`src/rtl/traffic_pkg.sv`:
```
// Shared state encoding and helpers for the N-way traffic light controller.
package traffic_pkg;

    localparam int STATE_W = 2;

    typedef enum logic [STATE_W-1:0] {
        ST_ALL_RED = 2'd0,
        ST_GREEN   = 2'd1,
        ST_YELLOW  = 2'd2,
        ST_FLASH   = 2'd3
    } state_e;

    // Round-robin successor of an approach index.
    function automatic logic [2:0] next_way(input logic [2:0] way, input int num_ways);
        return (way == 3'(num_ways - 1)) ? 3'd0 : way + 3'd1;
    endfunction

endpackage

```
`src/rtl/traffic_light_ctrl_ms_tick_gen.sv`:
```
// Free-running prescaler producing a one-cycle pulse every millisecond of CLK.
module ms_tick_gen #(
    parameter int CLK_HZ = 6000000
) (
    input  logic CLK,
    input  logic RST,
    output logic TICK
);

    localparam int DIV = CLK_HZ / 1000;
    localparam int CW  = (DIV > 2) ? $clog2(DIV) : 1;

    logic [CW-1:0] cnt_q;
    logic [CW-1:0] cnt_d;
    logic          at_max;

    assign at_max = (cnt_q == CW'(DIV - 1));
    assign TICK   = at_max;

    always_comb begin
        cnt_d = at_max ? '0 : cnt_q + CW'(1);
    end

    always_ff @(posedge CLK or negedge RST) begin
        if (!RST) begin
            cnt_q <= '0;
        end else begin
            cnt_q <= cnt_d;
        end
    end

endmodule

```
`src/rtl/traffic_light_ctrl.sv`:
```
// N-way round-robin traffic light controller with early-change request and
// flashing-yellow fallback; lamps are registered decodes of the next state.
module traffic_light_ctrl
    import traffic_pkg::*;
#(
    parameter int CLK_HZ       = 6000000,
    parameter int NUM_WAYS     = 2,
    parameter int GREEN_MS     = 5000,
    parameter int YELLOW_MS    = 2000,
    parameter int ALLRED_MS    = 1000,
    parameter int MIN_GREEN_MS = 1000,
    parameter int BLINK_MS     = 500,
    parameter int TW           = 16
) (
    input  logic                CLK,
    input  logic                RST,
    input  logic                EN,
    input  logic                CHANGE,
    output logic [NUM_WAYS-1:0] GREEN,
    output logic [NUM_WAYS-1:0] YELLOW,
    output logic [NUM_WAYS-1:0] RED,
    output logic [2:0]          ACTIVE,
    output logic                TICK_MS
);

    logic tick;

    ms_tick_gen #(.CLK_HZ(CLK_HZ)) u_ms_tick_gen (
        .CLK  (CLK),
        .RST  (RST),
        .TICK (tick)
    );

    assign TICK_MS = tick;

    // Input synchronisers; EN resets high so a reset release never flashes spuriously.
    logic en_meta_q, en_sync_q;
    logic chg_meta_q, chg_sync_q, chg_prev_q;
    logic change_evt;

    always_ff @(posedge CLK or negedge RST) begin
        if (!RST) begin
            en_meta_q  <= 1'b1;
            en_sync_q  <= 1'b1;
            chg_meta_q <= 1'b0;
            chg_sync_q <= 1'b0;
            chg_prev_q <= 1'b0;
        end else begin
            // NOTE: non-blocking assignments let every flop sample the pre-edge value, forming a true shift chain.
            en_meta_q  <= EN;
            en_sync_q  <= en_meta_q;
            chg_meta_q <= CHANGE;
            chg_sync_q <= chg_meta_q;
            chg_prev_q <= chg_sync_q;
        end
    end

    assign change_evt = chg_sync_q & ~chg_prev_q;

    state_e        state_q, state_d;
    logic [TW-1:0] timer_q, timer_d;
    logic [2:0]    active_q, active_d;
    logic          pending_q, pending_d;
    logic          blink_q, blink_d;

    logic [NUM_WAYS-1:0] green_q, green_d;
    logic [NUM_WAYS-1:0] yellow_q, yellow_d;
    logic [NUM_WAYS-1:0] red_q, red_d;

    logic [TW-1:0] timer_inc;
    logic          allred_done, green_done, yellow_done, blink_done;
    logic          min_met, min_reached;

    assign timer_inc   = timer_q + TW'(tick);
    assign allred_done = tick && (timer_q == TW'(ALLRED_MS - 1));
    assign green_done  = tick && (timer_q == TW'(GREEN_MS - 1));
    assign yellow_done = tick && (timer_q == TW'(YELLOW_MS - 1));
    assign blink_done  = tick && (timer_q == TW'(BLINK_MS - 1));
    assign min_met     = (timer_q >= TW'(MIN_GREEN_MS));
    assign min_reached = tick && (timer_q == TW'(MIN_GREEN_MS - 1));

    always_comb begin
        // NOTE: every always_comb output is defaulted first so no path leaves it unassigned (no latch).
        state_d   = state_q;
        timer_d   = timer_q;
        active_d  = active_q;
        pending_d = pending_q;
        blink_d   = blink_q;

        if (!en_sync_q) begin
            if (state_q != ST_FLASH) begin
                state_d   = ST_FLASH;
                timer_d   = '0;
                blink_d   = 1'b1;
                pending_d = 1'b0;
            end else if (blink_done) begin
                timer_d = '0;
                blink_d = ~blink_q;
            end else begin
                timer_d = timer_inc;
            end
        end else begin
            unique case (state_q)
                ST_FLASH: begin
                    state_d = ST_ALL_RED;
                    timer_d = '0;
                end
                ST_ALL_RED: begin
                    if (allred_done) begin
                        state_d = ST_GREEN;
                        timer_d = '0;
                    end else begin
                        timer_d = timer_inc;
                    end
                end
                ST_GREEN: begin
                    // Early exit: immediate once minimum green is met, else at the tick that reaches it.
                    if (green_done || (change_evt && min_met) ||
                        ((pending_q || change_evt) && min_reached)) begin
                        state_d   = ST_YELLOW;
                        timer_d   = '0;
                        pending_d = 1'b0;
                    end else begin
                        pending_d = pending_q | change_evt;
                        timer_d   = timer_inc;
                    end
                end
                ST_YELLOW: begin
                    if (yellow_done) begin
                        state_d  = ST_ALL_RED;
                        timer_d  = '0;
                        active_d = next_way(active_q, NUM_WAYS);
                    end else begin
                        timer_d = timer_inc;
                    end
                end
                default: state_d = ST_ALL_RED;
            endcase
        end
    end

    always_comb begin
        green_d  = '0;
        yellow_d = '0;
        red_d    = '1;
        unique case (state_d)
            ST_GREEN: begin
                for (int i = 0; i < NUM_WAYS; i++) begin
                    if (3'(i) == active_d) begin
                        green_d[i] = 1'b1;
                        red_d[i]   = 1'b0;
                    end
                end
            end
            ST_YELLOW: begin
                for (int i = 0; i < NUM_WAYS; i++) begin
                    if (3'(i) == active_d) begin
                        yellow_d[i] = 1'b1;
                        red_d[i]    = 1'b0;
                    end
                end
            end
            ST_FLASH: begin
                red_d    = '0;
                yellow_d = {NUM_WAYS{blink_d}};
            end
            default: ;
        endcase
    end

    always_ff @(posedge CLK or negedge RST) begin
        if (!RST) begin
            state_q   <= ST_ALL_RED;
            timer_q   <= '0;
            active_q  <= 3'd0;
            pending_q <= 1'b0;
            blink_q   <= 1'b0;
            green_q   <= '0;
            yellow_q  <= '0;
            red_q     <= '1;
        end else begin
            state_q   <= state_d;
            timer_q   <= timer_d;
            active_q  <= active_d;
            pending_q <= pending_d;
            blink_q   <= blink_d;
            green_q   <= green_d;
            yellow_q  <= yellow_d;
            red_q     <= red_d;
        end
    end

    assign GREEN  = green_q;
    assign YELLOW = yellow_q;
    assign RED    = red_q;
    assign ACTIVE = active_q;

endmodule

```
`config.mk`:
```
export PLATFORM = sky130hd
export DESIGN_NAME = traffic_light_ctrl
export DESIGN_NICKNAME = d
export VERILOG_FILES = /design/src/rtl/traffic_pkg.sv /design/src/rtl/traffic_light_ctrl_ms_tick_gen.sv /design/src/rtl/traffic_light_ctrl.sv
export SDC_FILE = /design/constraint.sdc
export NUM_CORES = 1
export LEC_CHECK = 0
export BUFFER_PORTS_ARGS = -buffer_cell sky130_fd_sc_hd__buf_2
export CAP_MARGIN = 5
export CORE_UTILIZATION = 23
export CTS_BUF_LIST = sky130_fd_sc_hd__clkbuf_4 sky130_fd_sc_hd__clkbuf_8
export DETAILED_ROUTE_END_ITERATION = 12
export MAX_ROUTING_LAYER = met4
export PLACE_DENSITY = 0.33
export SLEW_MARGIN = 15
export SYNTH_ARGS = -nofsm -noshare
export SYNTH_HDL_FRONTEND = slang
export SYNTH_SLANG_ARGS = --single-unit
```
`constraint.sdc`:
```
create_clock -name CLK -period 6.15 [get_ports CLK]
set_clock_uncertainty 0.15 [all_clocks]
set_input_delay 1.23 -clock CLK [delete_from_list [all_inputs] [get_ports CLK]]
set_output_delay 1.23 -clock CLK [all_outputs]
set_load 0.05 [all_outputs]
```
# --- Yosys cells after proc, flatten, opt, wreduce, memory -nomap -nowiden ---
# Cells that the tools add are included.
word_totals:
  register_bits: 47
  latch_bits: 0
  mem_bits_rw: 0
  romBits: 0
  word_cells: 83
  memories: 0
classes:
  n_addsub: 3
  n_mul: 0
  div_mod_pow: 0
  n_lt_le_gt_ge: 1
  n_eq_ne: 15
  shifts: 0
  muxes: 32
  n_bitwise: 4
  reduce_logical: 14
op_table:
  columns: ["cell", "count"]
  rows:
  - ["$mux W16", 6]
  - ["$pmux W16 S4", 1]
  - ["$add A16 B1 Y16", 1]
  - ["$eq A16 B10 Y1 const B", 1]
  - ["$eq A16 B11 Y1 const B", 1]
  - ["$eq A16 B13 Y1 const B", 1]
  - ["$eq A16 B9 Y1 const B", 1]
  - ["$ge A16 B10 Y1 const B", 1]
  - ["$add A13 B1 Y13 const B", 1]
  - ["$eq A13 B13 Y1 const B", 1]
  - ["$mux W13", 1]
  - ["$mux W2", 6]
  - ["$mux W3", 4]
  - ["$mux W1", 11]
  - ["$eq A2 B2 Y1 const B", 4]
  - ["$pmux W2 S2", 2]
  - ["$pmux W2 S4", 1]
  - ["$logic_and A1 B1 Y1", 6]
  - ["$eq A2 B1 Y1 const B", 2]
  - ["$add A3 B1 Y3 const B", 1]
  - ["$eq A1 B3 Y1 const A", 1]
  - ["$eq A3 B1 Y1 const B", 1]
  - ["$logic_not A3 Y1", 1]
  - ["$logic_or A1 B1 Y1", 3]
  - ["9 further kinds", 10]

# --- Depth between registers and ports, before layout ---
logic_depth:
  depth_word: 11
  depth_mapped: 11
  depth_no_buf: 11

# --- Cells and area by module ---
# From an unflattened synthesis, not the netlist that was laid out.
hier_totals:
  hier_cells: 275
  area_unflattened_um2: 2712.6
by_module_without_submodules:
  columns: ["module", "instances", "cells_each", "area_per_inst_um2"]
  rows:
  - ["traffic_light_ctrl", 1, 215, 2088.3]
  - ["ms_tick_gen", 1, 60, 624.3]

# --- Worst setup path before layout ---
# OpenSTA, ideal clock, no wires.
synth_path:
  path_type: "register -> register"
  startpoint: "reg u_ms_tick_gen.cnt_q[11]"
  endpoint: "reg timer_q[12]"
  t_arrival_ns: 2.982
  required_ns: 5.906
  setup_slack_ns: 2.924
  path_stages_with_launch: 11
  path_buffers: 0
  period_less_slack_ns: 3.226
  path_cell_list: "dfrtp_1 nor4b_1 nand4_1 clkinv_1 ha_1 ha_1 nand3_1 or4_1 nor2b_1 xnor2_1 a211oi_1"
synth_between:
  elab_chain_len: 7
synth_rtl:
  columns: ["element", "line", "text"]
  rows:
  - ["start: declaration", "traffic_light_ctrl_ms_tick_gen.sv:13", "logic [CW-1:0] cnt_q;"]
  - ["start signal: assignment", "traffic_light_ctrl_ms_tick_gen.sv:28", "cnt_q <= cnt_d;"]
  - ["$eq A13 B13 Y1 *", "traffic_light_ctrl_ms_tick_gen.sv:17", "assign at_max = (cnt_q == CW'(DIV - 1));"]
  - ["named net TICK_MS", "traffic_light_ctrl.sv:23", "output logic TICK_MS"]
  - ["parallel branches: the longest is 5 deep, another holds $add A16 B1 Y16", null, null]
  - ["$mux W16 *", "traffic_light_ctrl.sv:90", "if (!en_sync_q) begin"]
  - ["named net timer_d[12]", "traffic_light_ctrl.sv:61", "logic [TW-1:0] timer_q, timer_d;"]
  - ["end signal: assignment", "traffic_light_ctrl.sv:183", "timer_q <= timer_d;"]
  - ["end: declaration", "traffic_light_ctrl.sv:61", null]
# Mark *: on every way through the listed nets, which the timed path passes.
# A chain may end at the register's enable or synchronous reset.

# --- Worst setup path after layout ---
layout_path:
  startpoint: "reg u_ms_tick_gen.cnt_q[11]"
  endpoint: "out TICK_MS"
layout_between:
  elab_chain_len: 1
layout_rtl:
  columns: ["element", "line"]
  rows:
  - ["$eq A13 B13 Y1", "traffic_light_ctrl_ms_tick_gen.sv:17"]
  - ["end: declaration", "traffic_light_ctrl.sv:23"]
# Every way passes these cells.

==> results.sh <==
export IMPL_synth_top_family_by_area="simple AND/OR/NAND/NOR gates"
export IMPL_drive_above_1_share=0.138
export IMPL_start_kind="flip-flop"
export IMPL_syn_cell_area_mm2=0.00248
export IMPL_cp_slowest_stage_delay_ps=550
export IMPL_p_leak_nw=1.10
export IMPL_row_count=37
export IMPL_grt_max_degree=48
export IMPL_cp_slowest_cell="nor4b_1"
export IMPL_h_tree_depth=2
export IMPL_synth_largest_area_cell="dfrtp_1"
export IMPL_drt_iter0_markers=61
export IMPL_critPathKind="flip-flop to output port"
export IMPL_post_cts_resized=0
export IMPL_hpwl_um=4110
export IMPL_finalCriticalPeriod_ps=3780
export IMPL_antenna_cells=0
export IMPL_synth_fa_ha_area_frac=0.0303
export IMPL_synth_top_area_frac=0.434
export IMPL_critical_path_top_delay_family="simple AND/OR/NAND/NOR gates"
export IMPL_hold_start="chg_meta_q"
export IMPL_muxShareOfSynthArea=0.00859
export IMPL_yosysSeqAreaShare=0.477
export IMPL_end_kind="output port"
export IMPL_syn_to_final_growth_pct=14.2
export IMPL_vias_per_cell=4.69
export IMPL_required_ps=4770
export IMPL_core_mm2=0.0104
export IMPL_first_pass_iters=4
export IMPL_ant_nets=0
export IMPL_clkLatencyLatePin_ps=300
export IMPL_hold_buffers=0
export IMPL_grt_pass1_wl_um=9730
export IMPL_syn_nets=253
export IMPL_crit_arrival_ps=2400
export IMPL_finalCritPeriodShare=0.614
export IMPL_syn_area_per_cell_um2=10.2
export IMPL_timing_slew_headroom=0.469
export IMPL_grt_overflow_total=0
export IMPL_cp_cell_sequence="nor4b_1 > nand4_1 > clkinv_1 > buf_2"
export IMPL_io_pins=14
export IMPL_yosysWarnings=0
export IMPL_route_detailed_drc=0
export IMPL_async_reset_ff_frac=1.00
export IMPL_wire_per_inst_um=14.8
export IMPL_worstReg2RegStart="u_ms_tick_gen.cnt_q[0]"
export IMPL_synthFlopType="dfrtp_1"
export IMPL_path_clk_slew_ps=100
export IMPL_cts_setup_buffers=0
export IMPL_slew_violations=0
export IMPL_nets=269
export IMPL_powerDensity_mw_per_mm2=229
export IMPL_cts_buffers=5
export IMPL_worst_pin_slew_ps=794
export IMPL_start_util=0.239
export IMPL_die_x_um=106
export IMPL_die_area_mm2=0.0112
export IMPL_ir_worst_vdd_mv=0.121
export IMPL_antenna_found_initial=0
export IMPL_vias=1858
export IMPL_synth_compound_area_frac=0.117
export IMPL_ys_top_cells_by_area="dfrtp_1, xnor2_1, a211oi_1"
export IMPL_ys_ff_latch=47
export IMPL_yosys_area_share_simple=0.251
export IMPL_final_cell_mix="dfrtp_1, xnor2_1, nand2_1, nor2_1, a211oi_1"
export IMPL_setup_violations_final=0
export IMPL_root_buffer="clkbuf_8"
export IMPL_cts_tree="done"
export IMPL_clkSinkCount=47
export IMPL_startpoint="u_ms_tick_gen.cnt_q[11]"
export IMPL_synth_xor_xnor_area_share=0.0919
export IMPL_status="finished clean"
export IMPL_fin_setup_tns_ps=0
export IMPL_crit_fanout=11
export IMPL_hold_viol=0
export IMPL_fillers=1106
export IMPL_final_util=0.273
export IMPL_port_buffers=13
export IMPL_die_h_um=106
export IMPL_ys_types=52
export IMPL_wirelength_um=5860
export IMPL_rsz0062_at_grt="false"
export IMPL_grt_pass1_vias=1853
export IMPL_hp_class="flip-flop to flip-flop"
export IMPL_syn_inst=243
export IMPL_fmax_mhz=265
export IMPL_final_common_cell="dfrtp_1"
export IMPL_grt_use_total=0.115
export IMPL_cp_buffers_inverters=2
export IMPL_clock_path_buffers=2
export IMPL_routabilityCongestion=0.719
export IMPL_synth_edff_count=0
export IMPL_maxCapViolCount=0
-- metrics by stage --
step / power (W) / instances / hold slack [ps] / cell area [um2] / worst slack (ps)
final: 0.000648 / 396 / 209 / 2830 / 2370
after global placement: 0.000383 / 388 / 185 / 2690 / 2370
after detailed placement: 0.000381 / 388 / 196 / 2690 / 2390
after CTS: 0.000662 / 396 / 211 / 2830 / 2250
after floorplan: 0.000363 / 243 / 181 / 2480 / 2920
after global routing: 0.000676 / 396 / 213 / 2830 / 2130
-- worst register-to-register path: stages, from the launching register on --
cell      delay [ps]
dfrtp_1          400
ha_1             230
nand4_1          200
nor4_1           630
nand4b_1         300
nand3_1          680
o211ai_1         310
ha_1             370
and2_1           170
a31oi_2          130
-- cell usage after synthesis (2+ instances only) --
| cell type | n |
|---|---|
| dfrtp_1 | 43 |
| nand2b_1 | 3 |
| nand3_1 | 12 |
| nand2_1 | 20 |
| ha_1 | 6 |
| or3_1 | 2 |
| o31a_1 | 2 |
| and2_1 | 3 |
| and3_2 | 2 |
| or4_1 | 5 |
| nand4bb_1 | 2 |
| o211ai_1 | 4 |
| a21oi_1 | 4 |
| a32oi_1 | 2 |
| nand4_1 | 5 |
| dfstp_2 | 4 |
| nand3b_1 | 2 |
| xnor2_1 | 21 |
| and3_1 | 6 |
| a211oi_1 | 14 |
| nor3_1 | 6 |
| nor2b_1 | 3 |
| nand4b_1 | 5 |
| clkbuf_1 | 3 |
| inv_1 | 8 |
| xor2_1 | 5 |
| nor4_1 | 6 |
| nor2_1 | 17 |
| o21ai_0 | 5 |
-- per-layer routing --
layer,routed length (um),vias to the layer above,track usage
met5,0,-,-
met4,59,0,0.0357
met3,137,4,0.0204
met2,2740,21,0.173
met1,2920,916,0.158
li1,-,917,-
-- flip-flops by register name, summed over array words and instances, names as in the netlist, 2 cells and up --
register / flops
RED: 2
timer_q: 16
ACTIVE: 3
GREEN: 2
u_ms_tick_gen.cnt_q: 13
YELLOW: 2
state_q: 2
-- path summary, 6_finish.rpt --
path | slack (ps) | depth (start not counted) | end
max in group asynchronous | 4560 | 2 | YELLOW[1]
max reg2reg | 2510 | 9 | RED[1]
min reg2reg | 210 | 0 | chg_sync_q
min in group asynchronous | 870 | 2 | timer_q[8]
max | 2370 | 4 | TICK_MS
min | 210 | 0 | chg_sync_q
-- where the power goes --
part / switching [W] / internal, W
Combinational: 0.0000391 / 0.0000130
Sequential: 0.00000470 / 0.000317
Clock: 0.000111 / 0.000162
Total: 0.000155 / 0.000492
-- final cells by class --
class | instances | area, um2 | area share
Clock inverter | 3 | 67.6 | 0.0239
Multi-Input combinational cell | 182 | 1230 | 0.437
Inverter | 9 | 33.8 | 0.0119
Tap cell | 136 | 170 | 0.0602
Clock buffer | 5 | 68.8 | 0.0243
Sequential cell | 47 | 1180 | 0.418
Timing Repair Buffer | 14 | 72.6 | 0.0257
-- cell families (layout without fill, tap and decap cells) --
family,count (synthesis),after routing
XOR/XNOR,26,26
adder cells (fa/ha/maj),6,6
multiplexers,2,2
AO/OA/AOI/OAI,39,39
AND/OR/NAND/NOR,109,109
buffers and inverters,14,31
flip-flops,47,47
(Power assumes the default switching activity.)
